==> src/rtl/fetch_unit_pkg.sv <==
// Shared types and helpers for the instruction fetch stage: word type, NOP word,
// fetch FSM state encodings and the PC+4 adder also used by decode.
package fetch_unit_pkg;

    localparam int WORD_W = 32;

    typedef logic [WORD_W-1:0] word_t;

    localparam word_t ZERO = '0;

    typedef enum logic [1:0] {
        S_REQ   = 2'd0,
        S_HOLD  = 2'd1,
        S_DRAIN = 2'd2
    } fetch_state_t;

    // Wraps modulo 2^32; decode uses the same adder for its branch base.
    function automatic word_t pc_plus4(input word_t a);
        return a + word_t'(4);
    endfunction

    function automatic word_t align_word(input word_t a);
        return {a[WORD_W-1:2], 2'b00};
    endfunction

endpackage

==> src/rtl/fetch_unit.sv <==
// Instruction fetch stage: owns the PC, runs the imem req/ack handshake, parks one
// returned instruction during stalls and squashes in-flight fetches on redirect.
module fetch_unit
    import fetch_unit_pkg::*;
#(
    parameter word_t RESET_PC = 32'h0000_0000
) (
    input  logic              clk,
    input  logic              reset,
    input  logic              stall,
    input  logic              redirect,
    input  logic [WORD_W-1:0] redirect_pc,
    input  logic              imem_ack,
    input  logic [WORD_W-1:0] imem_rdata,
    output logic              imem_req,
    output logic [WORD_W-1:0] imem_addr,
    output logic [WORD_W-1:0] nPC_if,
    output logic [WORD_W-1:0] IR_if,
    output logic              valid_if
);

    fetch_state_t state_reg, state_next;
    word_t        pc_reg, pc_next;
    word_t        req_addr_reg, req_addr_next;
    word_t        skid_ir_reg, skid_ir_next;
    word_t        skid_npc_reg, skid_npc_next;
    word_t        npc_reg, npc_next;
    word_t        ir_reg, ir_next;
    logic         valid_reg, valid_next;

    word_t        req_npc;
    word_t        target_pc;

    assign req_npc   = pc_plus4(req_addr_reg);
    assign target_pc = align_word(redirect_pc);

    assign imem_req  = (state_reg != S_HOLD);
    assign imem_addr = req_addr_reg;
    assign nPC_if    = npc_reg;
    assign IR_if     = ir_reg;
    assign valid_if  = valid_reg;

    always_comb begin
        state_next    = state_reg;
        pc_next       = pc_reg;
        req_addr_next = req_addr_reg;
        skid_ir_next  = skid_ir_reg;
        skid_npc_next = skid_npc_reg;
        npc_next      = npc_reg;
        ir_next       = ir_reg;
        valid_next    = valid_reg;

        if (redirect) begin
            npc_next      = ZERO;
            ir_next       = ZERO;
            valid_next    = 1'b0;
            pc_next       = target_pc;
            skid_ir_next  = ZERO;
            skid_npc_next = ZERO;
            unique case (state_reg)
                S_REQ: begin
                    if (imem_ack) begin
                        req_addr_next = target_pc;
                        state_next    = S_REQ;
                    end else begin
                        state_next    = S_DRAIN;
                    end
                end
                S_HOLD: begin
                    req_addr_next = target_pc;
                    state_next    = S_REQ;
                end
                default: begin
                    // A stale ack landing with the redirect ends the drain right away.
                    if (imem_ack) begin
                        req_addr_next = target_pc;
                        state_next    = S_REQ;
                    end else begin
                        state_next    = S_DRAIN;
                    end
                end
            endcase
        end else begin
            unique case (state_reg)
                S_REQ: begin
                    if (stall) begin
                        if (imem_ack) begin
                            skid_ir_next  = imem_rdata;
                            skid_npc_next = req_npc;
                            pc_next       = req_npc;
                            state_next    = S_HOLD;
                        end
                    end else if (imem_ack) begin
                        ir_next       = imem_rdata;
                        npc_next      = req_npc;
                        valid_next    = 1'b1;
                        pc_next       = req_npc;
                        req_addr_next = req_npc;
                    end else begin
                        ir_next       = ZERO;
                        npc_next      = ZERO;
                        valid_next    = 1'b0;
                    end
                end
                S_HOLD: begin
                    if (!stall) begin
                        ir_next       = skid_ir_reg;
                        npc_next      = skid_npc_reg;
                        valid_next    = 1'b1;
                        req_addr_next = pc_reg;
                        state_next    = S_REQ;
                    end
                end
                default: begin
                    ir_next    = ZERO;
                    npc_next   = ZERO;
                    valid_next = 1'b0;
                    if (imem_ack) begin
                        req_addr_next = pc_reg;
                        state_next    = S_REQ;
                    end
                end
            endcase
        end
    end

    always_ff @(posedge clk) begin
        if (reset) begin
            state_reg    <= S_REQ;
            pc_reg       <= RESET_PC;
            req_addr_reg <= RESET_PC;
            skid_ir_reg  <= ZERO;
            skid_npc_reg <= ZERO;
            npc_reg      <= ZERO;
            ir_reg       <= ZERO;
            valid_reg    <= 1'b0;
        end else begin
            state_reg    <= state_next;
            pc_reg       <= pc_next;
            req_addr_reg <= req_addr_next;
            skid_ir_reg  <= skid_ir_next;
            skid_npc_reg <= skid_npc_next;
            npc_reg      <= npc_next;
            ir_reg       <= ir_next;
            valid_reg    <= valid_next;
        end
    end

endmodule
==> config.mk <==
export PLATFORM = sky130hd
export DESIGN_NAME = fetch_unit
export DESIGN_NICKNAME = d
export VERILOG_FILES = /design/src/rtl/fetch_unit_pkg.sv /design/src/rtl/fetch_unit.sv
export SDC_FILE = /design/constraint.sdc
export NUM_CORES = 1
export LEC_CHECK = 0
export ABC_AREA = 1
export CORE_MARGIN = 3
export CORE_UTILIZATION = 45
export DETAILED_ROUTE_END_ITERATION = 16
export DONT_BUFFER_PORTS = 1
export PLACE_DENSITY = 0.62
export SETUP_SLACK_MARGIN = 0.1
export SLEW_MARGIN = 20
export SYNTH_ARGS = -nofsm -noshare
export SYNTH_HDL_FRONTEND = slang
export SYNTH_SLANG_ARGS = --single-unit
==> constraint.sdc <==
create_clock -name clk -period 1.7 [get_ports clk]
set_clock_uncertainty 0.05 [all_clocks]
set_input_delay 0.255 -clock clk [delete_from_list [all_inputs] [get_ports clk]]
set_output_delay 0.255 -clock clk [all_outputs]
set_load 0.02 [all_outputs]
==> results.py, run 1 <==
metrics = {
    "finish": {
        "n_antenna_cell": 0,
        "fin_area_um2": 12800,
        "regArea_um2": 3970,
        "layout-drive-gt1-share_pct": 28.9,
        "multi_input_area_um2": 5260,
        "fill_cells": 1624,
        "syn_to_final_growth_pct": 43.2,
        "nNetsFinal": 1551,
        "finalNonFillerCells": 1753,
    },
    "yosys": {
        "synth_top_family_by_area": "simple AND/OR/NAND/NOR gates",
        "netlist_instances": 1328,
        "muxShareOfSynthArea_pct": 0,
        "synth-xor-area-share_pct": 1.37,
        "yosysWarnings": 0,
        "synth-simple-area-share_pct": 27.0,
        "synth_nets": 1398,
        "avgSynthCellArea_um2": 6.75,
        "synth_top_area_share_pct": 43.5,
        "synth_fa_ha_area_share_pct": 0.140,
        "yosysSeqAreaShare_pct": 43.5,
        "netlist-cell-type-count": 31,
        "synth_flop_cell": "dfxtp_1",
        "synthArstFlopShare_pct": 0,
        "ys_seq_elements": 195,
        "synth_area_um2": 8970,
        "yosys.area.top_type": "dfxtp_1",
        "ys_top_cells_by_area": "dfxtp_1 44%, nand2_1 19%, a21oi_1 8.1%",
        "synth_edf_count": 0,
        "synth_compound_area_share_pct": 20.2,
    },
    "worst_setup_path": {
        "cp-end-kind": "register",
        "arrival_ns": 1.98,
        "required_ns": 1.97,
        "crit_type": "register to register",
        "critPathTopFamily": "buffers and inverters",
        "critPathMaxStageDelay_ns": 0.37,
        "crit_fanout": 15,
        "path_buf_inv": 4,
        "cp_cell_sequence": "nor2_4 -> buf_4 -> buf_4 -> nand2_1 -> nand3_4 -> nor2_4 -> inv_2 -> buf_12 -> a211oi_2 -> nor2_1",
        "crit_path_start_kind": "register",
        "slowest_stage": "dfxtp_4",
    },
    "hold_path": {
        "hold_path_class": "input port to register",
    },
    "clock_tree": {
        "cts_made_buffers": 17,
        "cts_tree": "built",
        "cts-root-buf": "clkbuf_16",
        "htree_levels": 4,
        "clk_path_buf_depth": 2,
        "cts.sinks": 195,
        "clock_latency_ns": 0.44,
        "clk_pin_slew_ns": 0.08,
    },
    "drt": {
        "drt-met1-wl_mm": 13.9,
        "via_count": 9563,
        "ant_nets": 0,
        "wl_met3_mm": 2.59,
        "drc_errors": 0,
        "avgViaCountPerCell": 5.46,
        "drtIter0Drc": 670,
        "wl_per_cell_um": 18.4,
        "dr.max_layer_used": "met4",
        "dr_wl_met2_mm": 15.0,
        "first_pass_iters": 5,
        "routed_wl_mm": 32.3,
    },
    "die": {
        "core_um2": 19100,
        "die_area_um2": 21700,
        "start_util_pct": 46.8,
        "pin_count": 167,
        "die_w_um": 147,
        "fp.dieH_um": 147,
        "rows": 50,
    },
    "grt": {
        "grt_max_degree": 67,
        "grt_pass1_wl_mm": 47.1,
        "grt_pass1_vias": 8748,
        "antenna_found_initial": 0,
        "grt_usage_pct": 26.8,
        "globalRouteOverflowTotal": 0,
    },
    "power": {
        "p_leak_nw": 5.10,
        "vdd_drop_max_mv": 0.763,
        "power.density_nw_per_um2": 983,
    },
    "sta": {
        "period_needed_ns": 1.71,
        "slew_headroom_pct": 46.3,
        "tightest_slew_ns": 0.802,
        "whs_ns": 0.00988,
        "min_period_over_period_pct": 100,
        "report.final.slew_viol_count": 0,
        "rsz0062_at_grt": "yes",
        "setup_violations": 2,
        "fmax_mhz": 586,
        "setup_ws_ns": -0.00734,
        "hold_violations": 0,
    },
    "outcome": {
        "violations": "negative setup slack",
        "status": "finished with violations",
    },
    "placement": {
        "placed_area_um2": 10100,
        "dp_hpwl_mm": 19.0,
        "gp_routability_congestion": 0.901,
        "dp.cells": 1629,
        "io_buffers": 0,
    },
    "flow_run": {
        "max_cap_violations": 0,
    },
}
final cells by class:
cell class | instances | area share, %
Clock inverter | 14 | 1.25
Tap cell | 260 | 2.53
Sequential cell | 195 | 30.9
Clock buffer | 17 | 3.31
Multi-Input combinational cell | 958 | 41.0
Timing Repair Buffer | 214 | 18.1
Inverter | 95 | 2.96
worst paths after layout:
kind | start | to | slack (ns) | cells past startpoint
max | state_reg[0] | imem_addr[10] | -0.007 | 10
min reg2reg | skid_npc_reg[0] | skid_npc_reg[0] | 0.40 | 2
max reg2reg | state_reg[0] | imem_addr[10] | -0.007 | 10
min | redirect_pc[22] | pc_reg[22] | 0.01 | 4
worst min-delay path: stages:
cell and delay (ns):
nand2_1 0.04, o21ai_0 0.06, nand2_1 0.05, o21ai_1 0.06
where the power goes:
group          switching (mW)  internal [mW]  leakage, nW
Combinational            1.93           1.45         3.22
Sequential              0.279           4.84         1.60
Clock                    2.02           2.10        0.279
Total                    4.24           8.39         5.10
cell usage after synthesis (5+ instances only):
master / count
buf_4: 5
clkbuf_1: 45
nand2_1: 447
buf_2: 19
a21oi_1: 146
o21ai_0: 116
a31oi_1: 14
nor2_1: 109
nor2_4: 7
inv_2: 7
nand3_1: 28
xor2_1: 11
dfxtp_1: 195
a22o_1: 23
o21ai_1: 28
buf_1: 11
inv_1: 88
nand3b_1: 6
placed cells by master, fill, tap and decap left out, drive strengths merged, types with 2 or more instances in the layout:
master / instances
xor2: 11
dlygate4sd3: 48
a21oi: 146
xnor2: 3
buf: 157
a211oi: 4
clkinvlp: 4
nor2: 119
a22o: 23
clkbuf: 25
nand3b: 6
and2: 4
nand3: 29
a31oi: 14
inv: 102
nand2: 448
o21ai: 144
dfxtp: 195
clkinv: 2
what timing repair did:
item / in CTS / in global routing
gates resized for setup: 102 / 246
setup buffers: 15 / 13
setup endpoints to repair: 133 / 185
pin swaps: 25 / 78
cloned: 4 / 12
hold buffers: 49 / 0
endpoints found under the hold margin: 50 / 0
metal layers:
| layer | global-route usage, % | up-vias |
|---|---|---|
| li1 | - | 4593 |
| met1 | 37.6 | 4524 |
| met2 | 41.9 | 389 |
| met3 | 6.35 | 57 |
| met4 | 6.52 | 0 |
| met5 | 0 | - |
metrics by stage:
| stage | power (mW) | util [%] | setup slack [ns] | setup TNS [ns] |
|---|---|---|---|---|
| finish | 12.6 | 67.1 | -0.00734 | -0.00863 |
| global route | 13.1 | 67.1 | -0.0802 | -2.34 |
| CTS | 11.9 | 61.2 | 0.0136 | 0 |
| detailed placement | 7.49 | 52.6 | -0.100 | -1.15 |
| global placement | 7.47 | 52.6 | -0.0833 | -0.578 |
| floorplan | 6.48 | - | 0.102 | 0 |
logic make-up (layout without fill, tap and decap cells):
group / after synthesis / in the layout
flops: 195 / 195
simple gates: 607 / 607
buf+inv: 175 / 340
fa+ha+maj: 1 / 1
compound gates: 336 / 336
xor+xnor: 14 / 14
Power figures use the tool's default switching activity.
==> inputs of run 2 (changes only) <==
- ABC_AREA: 1 -> default
==> run 2 against run 1 <==
Compared with the run above:
- final cell count shrank 8.8%
- largest power group unchanged
- global-route usage rose by 5.4 points
- clock-buffer cell count unchanged
- critical endpoint is now imem_addr[13]
- die area is 2.0% lower
- via count rose by 8.1%
- power fell by 6.3%
- sequential power shrank 3%
- register-to-register slack worse by 0.52 ns
- combinational power shrank 24%
- synthesized cell count down 16%
- routed wire length is 21% higher
- sequential share of layout area down 3.8 points
- the flow finishes with violations (negative hold slack, negative setup slack)
==> results.py, run 2 <==
metrics = {
    "clock_tree": {
        "clk_path_buf_depth": 2,
        "clk_pin_slew_ns": 0.08,
        "htree_levels": 4,
        "cts.sinks": 195,
        "cts-hold-fix-buffers": 37,
        "cts_tree": "built",
        "cts_made_buffers": 17,
        "cts-root-buf": "clkbuf_16",
        "clock_latency_ns": 0.44,
    },
    "yosys": {
        "synthTopCellsByCount": "195 x dfxtp_1, 142 x nand2_1, 121 x nor2_1",
        "yosys.area.top_type": "dfxtp_1",
        "synth_edf_count": 0,
        "netlist_instances": 1110,
        "synthArstFlopShare_pct": 0,
        "yosysWarnings": 0,
        "yosysSeqAreaShare_pct": 44.5,
        "synth-xor-area-share_pct": 1.50,
        "yosys.cell_count.top_type": "dfxtp_1",
        "synth_flop_cell": "dfxtp_1",
        "muxShareOfSynthArea_pct": 0.114,
        "ys_top_cells_by_area": "dfxtp_1 44%, a21oi_1 6.5%, o21ai_0 6.5%",
        "synth_area_um2": 8780,
        "synth_nets": 1180,
        "synth_fa_ha_area_share_pct": 0.143,
        "ys_seq_elements": 195,
        "synth_top_family_by_area": "compound AO/OA/AOI/OAI gates",
        "synth_top_area_share_pct": 44.5,
        "synth_compound_area_share_pct": 29.0,
        "synth-simple-area-share_pct": 19.5,
        "netlist-cell-type-count": 60,
        "avgSynthCellArea_um2": 7.91,
    },
    "die": {
        "die_w_um": 146,
        "core_um2": 19000,
        "pin_count": 167,
        "rows": 50,
        "die_area_um2": 21200,
        "start_util_pct": 46.3,
        "fp.dieH_um": 146,
    },
    "power": {
        "power_mw": 11.8,
        "vdd_drop_max_mv": 0.770,
        "power.density_nw_per_um2": 813,
        "p_leak_nw": 5.52,
    },
    "hold_path": {
        "hold_path_class": "input port to register",
        "whs_path_depth": 1,
        "hp-start": "reset",
        "min_to": "pc_reg[9]",
    },
    "drt": {
        "ant_nets": 0,
        "first_pass_iters": 8,
        "drc_errors": 0,
        "avgViaCountPerCell": 6.46,
        "drtIter0Drc": 923,
        "via_count": 10300,
        "routed_wl_mm": 39.1,
        "wl_per_cell_um": 24.4,
    },
    "finish": {
        "final_cell_mix": "178 x dfxtp_1, 140 x buf_4, 95 x nor2_1",
        "n_antenna_cell": 0,
        "nNetsFinal": 1396,
        "syn_to_final_growth_pct": 65.9,
        "mostFrequentLayoutCell": "dfxtp_1",
        "fill_cells": 1210,
        "fin_util_pct": 76.8,
        "layout-drive-gt1-share_pct": 43.7,
    },
    "placement": {
        "dp_hpwl_mm": 19.5,
        "gp_routability_congestion": 0.903,
        "io_buffers": 0,
    },
    "worst_setup_path": {
        "slowest_stage": "or4_4",
        "r2r_end": "imem_addr[13]",
        "r2r_slack_ns": -0.52,
        "critPathTopFamily": "simple AND/OR/NAND/NOR gates",
        "path_buf_inv": 2,
        "r2r_cells": 7,
        "arrival_ns": 2.54,
        "cp_cell_sequence": "nand4_1 -> buf_4 -> or4_4 -> buf_12 -> o311a_1 -> a2bb2oi_1 -> nor2_1",
        "critical_path_depth": 7,
        "regToRegStartpoint": "imem_addr[10]",
        "crit_type": "register to register",
        "required_ns": 2.01,
        "critPathMaxStageDelay_ns": 0.60,
        "crit_path_start_kind": "register",
        "crit_fanout": 5,
        "cp-end-kind": "register",
    },
    "grt": {
        "grt_pass1_wl_mm": 54.8,
        "antenna_found_initial": 0,
        "grt_pass1_vias": 9511,
        "globalRouteOverflowTotal": 0,
        "grt_usage_pct": 32.2,
        "grt_max_degree": 74,
    },
    "sta": {
        "setup_tns_ns": -32.46,
        "setup_violations": 164,
        "rsz0062_at_grt": "yes",
        "whs_ns": -0.142,
        "fmax_mhz": 450,
        "min_period_over_period_pct": 131,
        "report.final.slew_viol_count": 0,
        "slew_headroom_pct": 26.5,
        "setup_ws_ns": -0.523,
        "hold_violations": 63,
        "tightest_slew_ns": 1.10,
        "period_needed_ns": 2.22,
    },
    "outcome": {
        "status": "finished with violations",
        "violations": "negative hold slack, negative setup slack",
    },
    "flow_run": {
        "max_cap_violations": 0,
    },
}
## run 2: per-layer routing
layer	part of all wire (%)	global-route usage, %	routed length [um]	vias to the layer above
met5	0	0	0	-
met4	5.1	12.2	2000	0
met3	11	7.88	4120	168
met2	48	53.0	18700	680
met1	37	40.8	14300	4978
li1	-	-	-	4508
## run 2: per-stage QoR
stage	hold WS (ns)	instance area [um2]	setup slack (ns)	std cells
finish	-0.142	14600	-0.523	1599
global route	-0.182	14600	-0.549	1599
CTS	-0.182	13300	-0.488	1571
detailed placement	0.285	10300	-0.488	1428
global placement	0.285	10300	-0.433	1428
floorplan	0.341	8990	-0.642	1110
## run 2: area by class of cell
| cell class | count | area (um2) | share of cell area [%] |
|---|---|---|---|
| well taps | 260 | 325 | 2.23 |
| inverters | 19 | 73.8 | 0.507 |
| clock inverters | 15 | 205 | 1.41 |
| clock buffers | 17 | 425 | 2.92 |
| multi-input cells | 793 | 6050 | 41.6 |
| repair buffers | 300 | 3540 | 24.3 |
| flip-flops and latches | 195 | 3940 | 27.1 |
## run 2: worst reg2reg max path, delay by kind of cell, from the launching register on
kind                   cells  cell delay, ns
buffers and inverters      2            0.40
DFF                        1            0.36
AOI/OAI and AO/OA          2            0.47
and+or+nand+nor            3            0.87
## run 2: power breakdown
| group | leakage, nW | internal, mW | total [mW] | switching [mW] |
|---|---|---|---|---|
| Sequential | 1.60 | 4.75 | 4.95 | 0.200 |
| Combinational | 3.62 | 1.22 | 2.58 | 1.36 |
| Clock | 0.306 | 2.16 | 4.30 | 2.14 |
| Total | 5.52 | 8.13 | 11.8 | 3.70 |
## run 2: how the worst max path moves through the flow
| stage | from | endpoint |
|---|---|---|
| finish | imem_addr[10] | imem_addr[13] |
| global route | imem_addr[2] | imem_addr[26] |
| CTS | imem_addr[2] | imem_addr[26] |
| detailed placement | imem_addr[3] | imem_addr[26] |
| global placement | imem_addr[3] | imem_addr[26] |
| floorplan | imem_addr[2] | imem_addr[26] |
## run 2: logic make-up after synthesis
logic type	after synthesis
AOI/OAI and AO/OA	395
and+or+nand+nor	381
DFF	195
buffers and inverters	122
xor gates and xnor gates	15
muxes	1
adders and majority gates	1
## run 2: timing repair
| item | 4_1_cts | 5_1_grt |
|---|---|---|
| gates resized for setup | 246 | 257 |
| setup endpoints to repair | 157 | 191 |
| pin swaps | 147 | 160 |
| endpoints found under the hold margin | 114 | 63 |
| gates cloned | 22 | 10 |
| setup buffers | 53 | 25 |
==> inputs of run 3 (changes only) <==
- CORE_UTILIZATION: 45 -> 33
- GPL_ROUTABILITY_DRIVEN: default -> 0
- PLACE_DENSITY: 0.62 -> 0.48
==> run 3 against run 2 <==
Compared with the run above:
- maximum frequency increased by 1.0%
- critical path type unchanged
- flip-flop and latch count did not move
- power fell by 5.1%
- final cell count is 2.1% higher
- clock-buffer cell count grew 1
- routed wire length decreased by 7.6%
- largest cell class unchanged
- clock power is 3% lower
- the flow still finishes with violations (negative hold slack, negative setup slack)
- design area is 9.3% lower
==> results.py, run 3 (synthesis results as in run 2) <==
metrics = {
    "outcome": {
        "status": "finished with violations",
        "violations": "negative hold slack, negative setup slack",
    },
    "worst_setup_path": {
        "required_ns": 1.99,
        "crit_fanout": 3,
        "r2r_cells": 6,
        "r2r_slack_ns": -0.50,
        "crit_path_start_kind": "register",
        "regToRegStartpoint": "imem_addr[3]",
        "arrival_ns": 2.49,
        "crit_type": "register to register",
        "cp-end-kind": "register",
        "r2r_end": "imem_addr[26]",
    },
    "grt": {
        "grt_max_degree": 74,
        "grt_pass1_wl_mm": 52.4,
        "antenna_found_initial": 0,
        "globalRouteOverflowTotal": 0,
        "grt_pass1_vias": 8802,
        "grt_usage_pct": 23.3,
    },
    "drt": {
        "drc_errors": 0,
        "ant_nets": 0,
        "avgViaCountPerCell": 5.72,
        "first_pass_iters": 5,
        "via_count": 9337,
        "drtIter0Drc": 839,
        "routed_wl_mm": 36.1,
        "wl_per_cell_um": 22.1,
    },
    "power": {
        "p_leak_nw": 4.94,
        "power_mw": 11.2,
        "vdd_drop_max_mv": 0.656,
        "power.density_nw_per_um2": 849,
    },
    "clock_tree": {
        "cts.sinks": 195,
        "htree_levels": 4,
        "clock_latency_ns": 0.44,
        "clk_path_buf_depth": 2,
        "cts_made_buffers": 17,
        "cts-root-buf": "clkbuf_16",
        "cts_tree": "built",
        "clk_pin_slew_ns": 0.08,
    },
    "sta": {
        "tightest_slew_ns": 0.723,
        "setup_ws_ns": -0.501,
        "setup_violations": 85,
        "period_needed_ns": 2.20,
        "whs_ns": -0.144,
        "fmax_mhz": 454,
        "slew_headroom_pct": 51.7,
        "hold_violations": 62,
        "rsz0062_at_grt": "yes",
        "min_period_over_period_pct": 129,
        "report.final.slew_viol_count": 0,
    },
    "hold_path": {
        "hp-start": "reset",
        "hold_path_class": "input port to register",
        "min_to": "imem_addr[10]",
        "whs_path_depth": 1,
    },
    "finish": {
        "nNetsFinal": 1354,
        "n_antenna_cell": 0,
        "fill_cells": 2448,
        "final_cell_mix": "177 x dfxtp_1, 149 x buf_4, 116 x nand2_1",
        "layout-drive-gt1-share_pct": 33.5,
        "syn_to_final_growth_pct": 50.6,
        "finalNonFillerCells": 1632,
        "mostFrequentLayoutCell": "dfxtp_1",
    },
    "die": {
        "rows": 59,
        "fp.dieH_um": 169,
        "start_util_pct": 33.6,
        "pin_count": 167,
        "die_area_um2": 28600,
        "core_um2": 26100,
        "die_w_um": 169,
    },
    "placement": {
        "dp.cells": 1504,
        "dp_hpwl_mm": 21.1,
        "io_buffers": 0,
    },
    "flow_run": {
        "max_cap_violations": 0,
    },
}
## run 3: changes by cell type in the layout (fill, tap and decap cells not counted), sizes merged
cell	before	now
dlymetal6s4s	1	0
clkbuf	25	29
bufbuf	5	2
dlygate4sd3	35	36
buf	251	208
clkdlybuf4s15	0	1
clkinvlp	0	1
inv	27	26
bufinv	1	0
## run 3: area by class of cell
| cell class | count | area (um2) | share of cell area (%) |
|---|---|---|---|
| clock buffer | 18 | 439 | 3.32 |
| clock inverter | 14 | 161 | 1.22 |
| inverter | 19 | 76.3 | 0.577 |
| multi-input combinational | 793 | 5410 | 40.9 |
| sequential | 195 | 3950 | 29.9 |
| tap | 335 | 419 | 3.17 |
| timing repair buffer | 258 | 2770 | 20.9 |
## run 3: worst max-delay path, cell delays in order (launching register included)
cell	delay (ns)
dfxtp_4	0.36
ha_4	0.14
nand2_4	0.05
or4_4	0.49
or4_4	0.57
o311a_1	0.33
o32ai_2	0.13
## run 3: worst max-delay path by stage
stage                            start       endpoint  slack [ns]  cells past startpoint
after floorplan           imem_addr[2]  imem_addr[26]       -0.64                      7
final                     imem_addr[3]  imem_addr[26]       -0.50                      6
after CTS                 imem_addr[3]  imem_addr[26]       -0.51                      6
after global placement    imem_addr[3]     pc_reg[26]       -0.44                      6
after detailed placement  imem_addr[3]  imem_addr[26]       -0.51                      6
after global routing      imem_addr[3]  imem_addr[26]       -0.53                      6
## run 3: layer usage
metal / wire (um) / track usage (%) / part of all wire, %
met3: 2330 / 5.58 / 6.5
met1: 16100 / 31.9 / 45
met4: 733 / 5.65 / 2.0
met5: 0 / 0 / 0
met2: 16900 / 37.3 / 47
## run 3: power breakdown
group	leakage, nW	switching, mW	total [mW]	internal (mW)
Combinational	3.05	1.16	2.15	0.995
Clock	0.290	2.12	4.15	2.03
Sequential	1.60	0.177	4.93	4.75
Total	4.94	3.45	11.2	7.77
## run 3: what timing repair did
action / in CTS / in global routing
pin swaps: 39 / 110
hold endpoints to repair: 105 / 64
endpoints found under the setup margin: 187 / 184
hold buffers: 35 / 1
buffers inserted: 30 / 10
gates cloned: 9 / 14
gates resized for setup: 115 / 187
## run 3: per-stage QoR
stage / utilization [%] / TNS [ns] / setup slack (ns) / instance area [um2]
after global placement: 39.5 / -16.16 / -0.442 / 10300
final: 50.6 / -20.80 / -0.501 / 13200
after detailed placement: 39.5 / -17.68 / -0.508 / 10300
after CTS: 46.6 / -20.95 / -0.509 / 12200
after global routing: 50.6 / -27.83 / -0.530 / 13200
after floorplan: - / -16.82 / -0.642 / 8990
